### src/rtl/sobel_frame_controller.sv
// Two-pass frame sequencer for a Sobel pipeline: pass 1 streams window requests and
// tracks the peak magnitude, pass 2 streams normalize requests against that frozen peak.
module sobel_frame_controller #(
  parameter int ROWS  = 242,
  parameter int COLS  = 247,
  parameter int MAG_W = 11
) (
  input  logic                     clk,
  input  logic                     rst,
  input  logic                     start,
  input  logic                     out_ready,
  input  logic                     mag_valid,
  input  logic [MAG_W-1:0]         mag,
  output logic [$clog2(ROWS)-1:0]  pix_row,
  output logic [$clog2(COLS)-1:0]  pix_col,
  output logic                     win_valid,
  output logic                     border,
  output logic                     norm_valid,
  output logic [MAG_W-1:0]         max_mag,
  output logic                     max_zero,
  output logic                     busy,
  output logic                     done
);

  localparam int ROW_W = $clog2(ROWS);
  localparam int COL_W = $clog2(COLS);
  localparam int TOTAL = ROWS * COLS;
  localparam int CNT_W = $clog2(TOTAL + 1);

  localparam logic [ROW_W-1:0] LAST_ROW  = ROW_W'(ROWS - 1);
  localparam logic [COL_W-1:0] LAST_COL  = COL_W'(COLS - 1);
  localparam logic [CNT_W-1:0] TOTAL_CNT = CNT_W'(TOTAL);

  typedef enum logic [2:0] {
    IDLE,
    PASS1,
    DRAIN,
    PASS2,
    DONE
  } state_t;

  state_t             r_state;
  state_t             w_nextState;
  logic [ROW_W-1:0]   r_row;
  logic [COL_W-1:0]   r_col;
  logic [MAG_W-1:0]   r_max;
  logic [CNT_W-1:0]   r_cnt;
  logic [CNT_W-1:0]   w_cntNext;
  logic               w_lastPix;
  logic               w_xfer;
  logic               w_magAccept;

  assign w_lastPix   = (r_row == LAST_ROW) && (r_col == LAST_COL);
  assign w_xfer      = (win_valid || norm_valid) && out_ready;
  assign w_magAccept = mag_valid && ((r_state == PASS1) || (r_state == DRAIN));
  // Saturate so a stray extra result can never wrap the count back below the frame size
  assign w_cntNext   = (w_magAccept && (r_cnt != TOTAL_CNT)) ? r_cnt + 1'b1 : r_cnt;

  always_ff @(posedge clk) begin
    if (rst) begin
      r_state <= IDLE;
    end else begin
      r_state <= w_nextState;
    end
  end

  always_comb begin
    w_nextState = r_state;
    win_valid   = 1'b0;
    norm_valid  = 1'b0;
    busy        = 1'b1;
    done        = 1'b0;
    case (r_state)
      IDLE: begin
        busy = 1'b0;
        if (start) w_nextState = PASS1;
      end
      PASS1: begin
        win_valid = 1'b1;
        if (out_ready && w_lastPix) w_nextState = DRAIN;
      end
      DRAIN: begin
        if (w_cntNext == TOTAL_CNT) w_nextState = PASS2;
      end
      PASS2: begin
        norm_valid = 1'b1;
        if (out_ready && w_lastPix) w_nextState = DONE;
      end
      DONE: begin
        done        = 1'b1;
        w_nextState = IDLE;
      end
      default: begin
        w_nextState = IDLE;
      end
    endcase
    border = (win_valid || norm_valid) &&
             ((r_row == '0) || (r_row == LAST_ROW) || (r_col == '0) || (r_col == LAST_COL));
  end

  always_ff @(posedge clk) begin
    if (rst) begin
      r_row <= '0;
      r_col <= '0;
      r_max <= '0;
      r_cnt <= '0;
    end else begin
      r_cnt <= w_cntNext;
      if (w_magAccept && (mag > r_max)) r_max <= mag;
      // Raster wrap after the last pixel also leaves the scan at (0,0) for the next pass
      if (w_xfer) begin
        if (r_col == LAST_COL) begin
          r_col <= '0;
          r_row <= (r_row == LAST_ROW) ? '0 : r_row + 1'b1;
        end else begin
          r_col <= r_col + 1'b1;
        end
      end
      if ((r_state == IDLE) && start) begin
        r_row <= '0;
        r_col <= '0;
        r_max <= '0;
        r_cnt <= '0;
      end
    end
  end

  assign pix_row  = r_row;
  assign pix_col  = r_col;
  assign max_mag  = r_max;
  assign max_zero = (r_state == PASS2) && (r_max == '0);

endmodule
### config.mk
export PLATFORM = sky130hd
export DESIGN_NAME = sobel_frame_controller
export DESIGN_NICKNAME = d
export VERILOG_FILES = /design/src/rtl/sobel_frame_controller.sv
export SDC_FILE = /design/constraint.sdc
export NUM_CORES = 1
export LEC_CHECK = 0
export CORE_AREA = 3 3 67 94
export CTS_BUF_LIST = sky130_fd_sc_hd__clkbuf_8
export CTS_CLUSTER_SIZE = 28
export DETAILED_ROUTE_END_ITERATION = 10
export DIE_AREA = 0 0 70 97
export PLACE_DENSITY = 0.85
export SKIP_LAST_GASP = 1
export SYNTH_ARGS = -nofsm -noshare
export SYNTH_HDL_FRONTEND = slang
export SYNTH_SLANG_ARGS = --single-unit
### constraint.sdc
create_clock -name clk -period 3.3 [get_ports clk]
set_clock_uncertainty 0.2 [all_clocks]
set_input_delay 0.33 -clock clk [delete_from_list [all_inputs] [get_ports clk]]
set_output_delay 0.33 -clock clk [all_outputs]
set_load 0.1 [all_outputs]
==> results of run 1 <==
-- final cells by class --
type	instances	area, um^2
Clock buffer	5	68.8
Clock inverter	2	11.3
Fill cell	514	2250
Inverter	21	78.8
Multi-Input combinational cell	256	1680
Sequential cell	46	921
Tap cell	68	85.1
Timing Repair Buffer	48	433
-- state kept, by name (all words and copies together) (netlist names) --
| register | count |
|---|---|
| pix_col | 8 |
| r_state | 3 |
| r_cnt | 16 |
| pix_row | 8 |
| max_mag | 11 |
-- how the worst max path moves through the flow --
stage	from	end	slack, ns	cells past startpoint
2_1_floorplan	pix_col[1]$_SDFFE_PP0P_	border	0.09	5
3_3_place_gp	mag[8]	max_mag[8]$_SDFFE_PP0P_	0.25	8
3_5_place_dp	mag[8]	max_mag[9]$_SDFFE_PP0P_	0.23	8
4_1_cts	r_cnt[0]$_SDFF_PP0_	r_state[0]$_SDFFE_PP0P_	0.41	8
5_1_grt	mag[8]	max_mag[9]$_SDFFE_PP0P_	0.22	8
6_report	r_cnt[0]$_SDFF_PP0_	r_state[0]$_SDFFE_PP0P_	0.41	8
-- power by group through the flow --
stage	clock network (mW)	logic (mW)	registers, mW
after detailed placement	0	0.289	0.597
after CTS	0.343	0.291	0.584
after floorplan	0	0.187	0.632
after global routing	0.364	0.314	0.587
after global placement	0	0.284	0.596
final	0.334	0.291	0.584
-- cell families (layout without fill, tap and decap cells) --
logic type | count (synthesis) | after routing | synth area share
and+or+nand+nor | 142 | 142 | 0.286
AOI/OAI and AO/OA | 70 | 70 | 0.154
DFF | 46 | 46 | 0.336
buffers and inverters | 33 | 76 | 0.0534
xor gates and xnor gates | 24 | 24 | 0.0794
adders and majority gates | 20 | 20 | 0.0913
-- synth_stat cells, drive strengths merged, types with 9 or more instances --
library cell,count,area share
nand4,13,0.035
nor2,38,0.052
inv,21,0.029
xor2,15,0.048
xnor2,9,0.031
o21ai,20,0.037
a21oi,30,0.055
nand3,23,0.042
nand2,15,0.021
ha,20,0.091
dfxtp,46,0.34
-- critical path: cells and delay by family, from the launching register on --
| kind | cells | cell delay (ns) |
|---|---|---|
| and+or+nand+nor | 3 | 0.87 |
| buffers and inverters | 1 | 0.14 |
| AOI/OAI and AO/OA | 3 | 1.07 |
| DFF | 1 | 0.35 |
| adders and majority gates | 1 | 0.16 |
-- metrics by stage --
step | std cells | util | hold slack [ns] | power (mW) | worst slack, ns
6_report | 446 | 0.593 | 0.325 | 1.21 | 0.413
4_1_cts | 446 | 0.593 | 0.319 | 1.22 | 0.414
2_1_floorplan | 335 | - | 0.202 | 0.819 | 0.0949
5_1_grt | 446 | 0.593 | 0.356 | 1.26 | 0.215
3_3_place_gp | 439 | 0.579 | 0.296 | 0.880 | 0.249
3_5_place_dp | 439 | 0.579 | 0.308 | 0.886 | 0.232
-- per-layer routing --
| metal | up-vias | GRT usage | wire length [um] |
|---|---|---|---|
| met5 | - | 0 | 0 |
| met4 | 0 | 0.0900 | 149 |
| met3 | 17 | 0.0364 | 283 |
| met2 | 64 | 0.339 | 3390 |
| met1 | 1225 | 0.224 | 2640 |
| li1 | 1272 | - | - |
==> results.py, run 1 <==
metrics = {
    "worst_setup_path": {
        "path_cells": "inv_1, ha_1, and4bb_2, nand4_1, o31ai_4, o22ai_1, or4_1, o41ai_2",
        "cp_data_required_time_ns": 3.31,
        "reg2reg_to": "r_state[0]$_SDFFE_PP0P_",
        "crit_path_max_fanout": 16,
        "r2r_slack_ns": 0.41,
        "worstSetupStartpointType": "register",
        "worstSetupEndpointType": "register",
        "worstRegToRegCells": 8,
        "critical_path.max_stage_delay_ns": 0.55,
        "cpMaxStageDelayCell": "o31ai_4",
        "critPathArrivalTime_ns": 2.89,
        "crit_type": "reg2reg",
        "timing.rr.start": "r_cnt[0]$_SDFF_PP0_",
    },
    "global_routing": {
        "grt_usage": 0.194,
        "antenna_found_initial": 0,
        "grt_pass1_wl_um": 11100,
        "grt_max_degree": 28,
        "grt_pass1_vias": 2508,
        "gr-total-overflow": 0,
    },
    "clock_tree": {
        "cts_buffers": 5,
        "cts_tree": "yes",
        "cts_sinks": 46,
        "h-tree-depth": 2,
        "post_cts_buffers": 0,
        "postCtsHoldBufs": 0,
        "cts_max_path_buffers": 2,
        "clk_latency_ns": 0.30,
        "post_cts_resized": 0,
        "cts_root_buf": "clkbuf_8",
        "clk_pin_slew_ns": 0.09,
    },
    "timing": {
        "worstMarginPinSlew_ns": 1.26,
        "final-setup-viol-count": 0,
        "slew_headroom": 0.153,
        "period_minus_slack_ns": 2.89,
        "fmax_mhz": 346,
        "setup_tns_ns": 0,
        "final_hold_viol_count": 0,
        "drv_slew": 0,
        "period_share": 0.875,
        "rsz0062_at_grt": "false",
    },
    "floorplan": {
        "num_rows": 32,
        "die_area_um2": 6790,
        "start_util": 0.496,
        "design.core.area_um2": 5530,
        "dieHeight_um": 97,
        "boundaryPins": 49,
        "die_w_um": 70,
    },
    "placed_design": {
        "io_buffer_count": 48,
        "place_congestion": 0.843,
        "hpwlAfterDp_um": 4870,
        "placed_area_um2": 3200,
    },
    "power_and_ir_drop": {
        "power.density_nw_per_um2": 369,
        "ir_worst_vdd_mv": 0.227,
        "comb_power_share": 0.241,
        "p_leak_nw": 1.19,
        "power_switching_mw": 0.415,
        "sw_frac_of_total": 0.343,
        "power.share.clock": 0.276,
        "seqPwrFrac": 0.483,
        "p_int_mw": 0.794,
    },
    "route": {
        "routedWlPerCell_um": 14.5,
        "final_antenna_net_count": 0,
        "routed_wl_um": 6460,
        "post-route-drc-count": 0,
        "drtPass1Iterations": 4,
        "drt_iter0_drc": 136,
        "via_count": 2578,
        "routed_via_density": 5.78,
    },
    "synth": {
        "ys_types": 52,
        "synth_nets": 371,
        "ys.flop_type": "dfxtp_1",
        "synth_seq_cells": 46,
        "synth-edff-count": 0,
        "postSynthAreaPerCell_um2": 8.18,
        "netlist_instances": 335,
        "netlist_area_um2": 2740,
        "yosysWarnings": 0,
        "yosysSeqAreaShare": 0.336,
        "async_reset_ff_frac": 0,
    },
    "run": {
        "cap_violations": 0,
    },
    "final_layout": {
        "final_nets": 414,
        "mostFrequentLayoutCells": "dfxtp_1 (46), nor2_1 (38), a21oi_1 (30), clkdlybuf4s50_1 (29), nand3_1 (23)",
        "n_antenna_cell": 0,
        "area_growth_pct": 19.6,
        "final_common_cell": "dfxtp_1",
        "stdcell_area_um2": 3280,
        "drive_gt1_frac": 0.103,
    },
    "min_path": {
        "hold_end": "max_mag[6]$_SDFFE_PP0P_",
        "hp-class": "reg2reg",
        "worstHoldPathCells": 2,
        "hp-start": "max_mag[6]$_SDFFE_PP0P_",
    },
    "run_status": {
        "status": "completed",
    },
}
Note: power is estimated with default switching activity, not from simulation.
==> inputs of run 2 (changes only) <==
ABC_AREA = 1   (was unset)
CAP_MARGIN = 10   (was unset)
CORE_AREA = 3 3 69 96   (was 3 3 67 94)
DIE_AREA = 0 0 72 99   (was 0 0 70 97)
PLACE_DENSITY = 0.84   (was 0.85)
==> results.py, run 2 <==
metrics = {
    "run_status": {
        "status": "completed",
    },
    "route": {
        "via_count": 2919,
        "post-route-drc-count": 0,
        "drt_iter0_drc": 164,
        "routedWlPerCell_um": 12.3,
        "routed_via_density": 5.24,
        "final_antenna_net_count": 0,
        "drtPass1Iterations": 4,
        "routed_wl_um": 6880,
    },
    "placed_design": {
        "io_buffer_count": 48,
        "hpwlAfterDp_um": 5310,
        "placed_area_um2": 3390,
        "place_congestion": 0.910,
        "pre_cts_slack_ns": 0.616,
    },
    "synth": {
        "synth.top_cell.area_share": 0.321,
        "synth_area_leaders": "dfxtp_1 (32%), nand2_1 (13%), inv_1 (9.2%), ha_1 (8.7%), nor2_1 (6.4%)",
        "yosysWarnings": 0,
        "yosys.area.top_type": "dfxtp_1",
        "yosysMostFrequentCell": "nand2_1",
        "yosys-top-cells-count": "nand2_1 (103), inv_1 (70), nor2_1 (49)",
        "synth-edff-count": 0,
        "ys_types": 29,
        "postSynthAreaPerCell_um2": 6.56,
        "async_reset_ff_frac": 0,
        "netlist_area_um2": 2870,
        "synth_nets": 473,
        "netlist_instances": 437,
        "synth_seq_cells": 46,
        "yosysSeqAreaShare": 0.321,
        "ys.flop_type": "dfxtp_1",
    },
    "global_routing": {
        "grt_max_degree": 22,
        "grt_usage": 0.202,
        "gr-total-overflow": 0,
        "grt_pass1_wl_um": 11800,
        "grt_pass1_vias": 2762,
        "antenna_found_initial": 0,
    },
    "power_and_ir_drop": {
        "power.density_nw_per_um2": 643,
        "fin_total_pwr_mw": 2.24,
        "ir_worst_vdd_mv": 0.452,
        "p_leak_nw": 1.42,
    },
    "clock_tree": {
        "cts_tree": "yes",
        "clk_pin_slew_ns": 0.09,
        "cts_buffers": 5,
        "cts_root_buf": "clkbuf_8",
        "cts_sinks": 46,
        "post_cts_buffers": 0,
        "clk_latency_ns": 0.31,
        "h-tree-depth": 2,
        "postCtsHoldBufs": 0,
        "post_cts_resized": 0,
        "cts_max_path_buffers": 2,
    },
    "worst_setup_path": {
        "critical_path.max_stage_delay_ns": 0.44,
        "worstRegToRegCells": 15,
        "crit_path_max_fanout": 13,
        "r2r_slack_ns": 0.80,
        "cpMaxStageDelayCell": "dfxtp_1",
        "worstSetupStartpointType": "register",
        "worstSetupEndpointType": "register",
        "cp_top_family": "simple AND/OR/NAND/NOR gates",
        "path_common_cell": "nand2_1",
        "worst-path-buf-inv": 1,
        "path_cells": "inv_1, ha_1, nand2_1, nor2_1, nand2_1, nor2_2, nor2_2, nand3_1, nand2_1, nand3_1, nor2_1, nand2_1, nand2_2, nand3_2, a21oi_2",
        "reg2reg_to": "r_state[0]$_SDFFE_PP0P_",
        "crit_type": "reg2reg",
        "timing.rr.start": "r_cnt[0]$_SDFF_PP0_",
        "critPathArrivalTime_ns": 2.55,
        "cp_data_required_time_ns": 3.35,
    },
    "run": {
        "cap_violations": 0,
    },
    "timing": {
        "period_share": 0.757,
        "fmax_mhz": 400,
        "period_minus_slack_ns": 2.50,
        "final-setup-viol-count": 0,
        "final_hold_viol_count": 0,
        "slew_headroom": 0.347,
        "setup_ws_ns": 0.800,
        "worstMarginPinSlew_ns": 0.976,
        "setup_tns_ns": 0,
        "holdWs_ns": 0.300,
        "drv_slew": 0,
        "rsz0062_at_grt": "false",
    },
    "min_path": {
        "hp-class": "reg2reg",
        "hold_end": "max_mag[1]$_SDFFE_PP0P_",
        "hp-start": "max_mag[1]$_SDFFE_PP0P_",
        "worstHoldPathCells": 2,
    },
    "floorplan": {
        "num_rows": 33,
        "die_area_um2": 7130,
        "start_util": 0.486,
        "boundaryPins": 49,
        "dieHeight_um": 99,
        "die_w_um": 72,
        "design.core.area_um2": 5900,
    },
    "final_layout": {
        "largest-register": "r_cnt",
        "drive_gt1_frac": 0.0760,
        "mostFrequentLayoutCells": "nand2_1 (103), inv_1 (70), nor2_1 (48), dfxtp_1 (46), clkdlybuf4s50_1 (36)",
        "n_antenna_cell": 0,
        "final_common_cell": "nand2_1",
        "final_nets": 522,
        "largest_register_ffs": 16,
        "fillers": 578,
        "stdcell_area_um2": 3480,
        "area_growth_pct": 21.4,
    },
}
run 2: tightest hold or removal path, stage by stage (launching register included):
cell and delay (ns):
dfxtp_1 0.34, inv_1 0.07, a21oi_1 0.05
run 2: logic make-up after synthesis:
group / after synthesis / synth area share
adders and majority gates: 20 / 0.0873
xor gates and xnor gates: 5 / 0.0153
DFF: 46 / 0.321
and+or+nand+nor: 225 / 0.347
buffers and inverters: 77 / 0.105
AOI/OAI and AO/OA: 64 / 0.125
run 2: per-layer routing:
metal,GRT usage,up-vias,wire (um)
li1,-,1512,-
met1,0.227,1334,2760
met3,0.0327,8,288
met4,0.0738,0,97
met2,0.373,65,3730
met5,0,-,0
run 2: layout make-up:
class | count | area, um^2 | area share
Multi-Input combinational cell | 314 | 1660 | 0.477
Clock buffer | 5 | 68.8 | 0.0198
Sequential cell | 46 | 921 | 0.265
Clock inverter | 3 | 21.3 | 0.00611
Tap cell | 70 | 87.6 | 0.0252
Inverter | 70 | 263 | 0.0755
Timing Repair Buffer | 49 | 458 | 0.132
run 2: report_power, final:
group	internal [mW]	switching, mW
clock network	0.149	0.215
logic	0.299	0.858
registers	0.631	0.0850
total	1.08	1.16
run 2: worst max-delay path by stage:
stage,from,to,slack (ns),cells past startpoint
after global placement,mag[10],max_mag[2]$_SDFFE_PP0P_,0.75,8
after global routing,r_cnt[0]$_SDFF_PP0_,r_state[0]$_SDFFE_PP0P_,0.55,15
after CTS,r_cnt[0]$_SDFF_PP0_,r_state[0]$_SDFFE_PP0P_,0.80,15
after detailed placement,mag[10],max_mag[2]$_SDFFE_PP0P_,0.62,8
final,r_cnt[0]$_SDFF_PP0_,r_state[0]$_SDFFE_PP0P_,0.80,15
after floorplan,r_state[0]$_SDFFE_PP0P_,max_zero,-0.06,4
run 2: per-stage QoR:
| step | instances | utilization |
|---|---|---|
| 2_1_floorplan | 437 | - |
| 3_3_place_gp | 549 | 0.574 |
| 3_5_place_dp | 549 | 0.574 |
| 4_1_cts | 557 | 0.590 |
| 5_1_grt | 557 | 0.590 |
| 6_report | 557 | 0.590 |
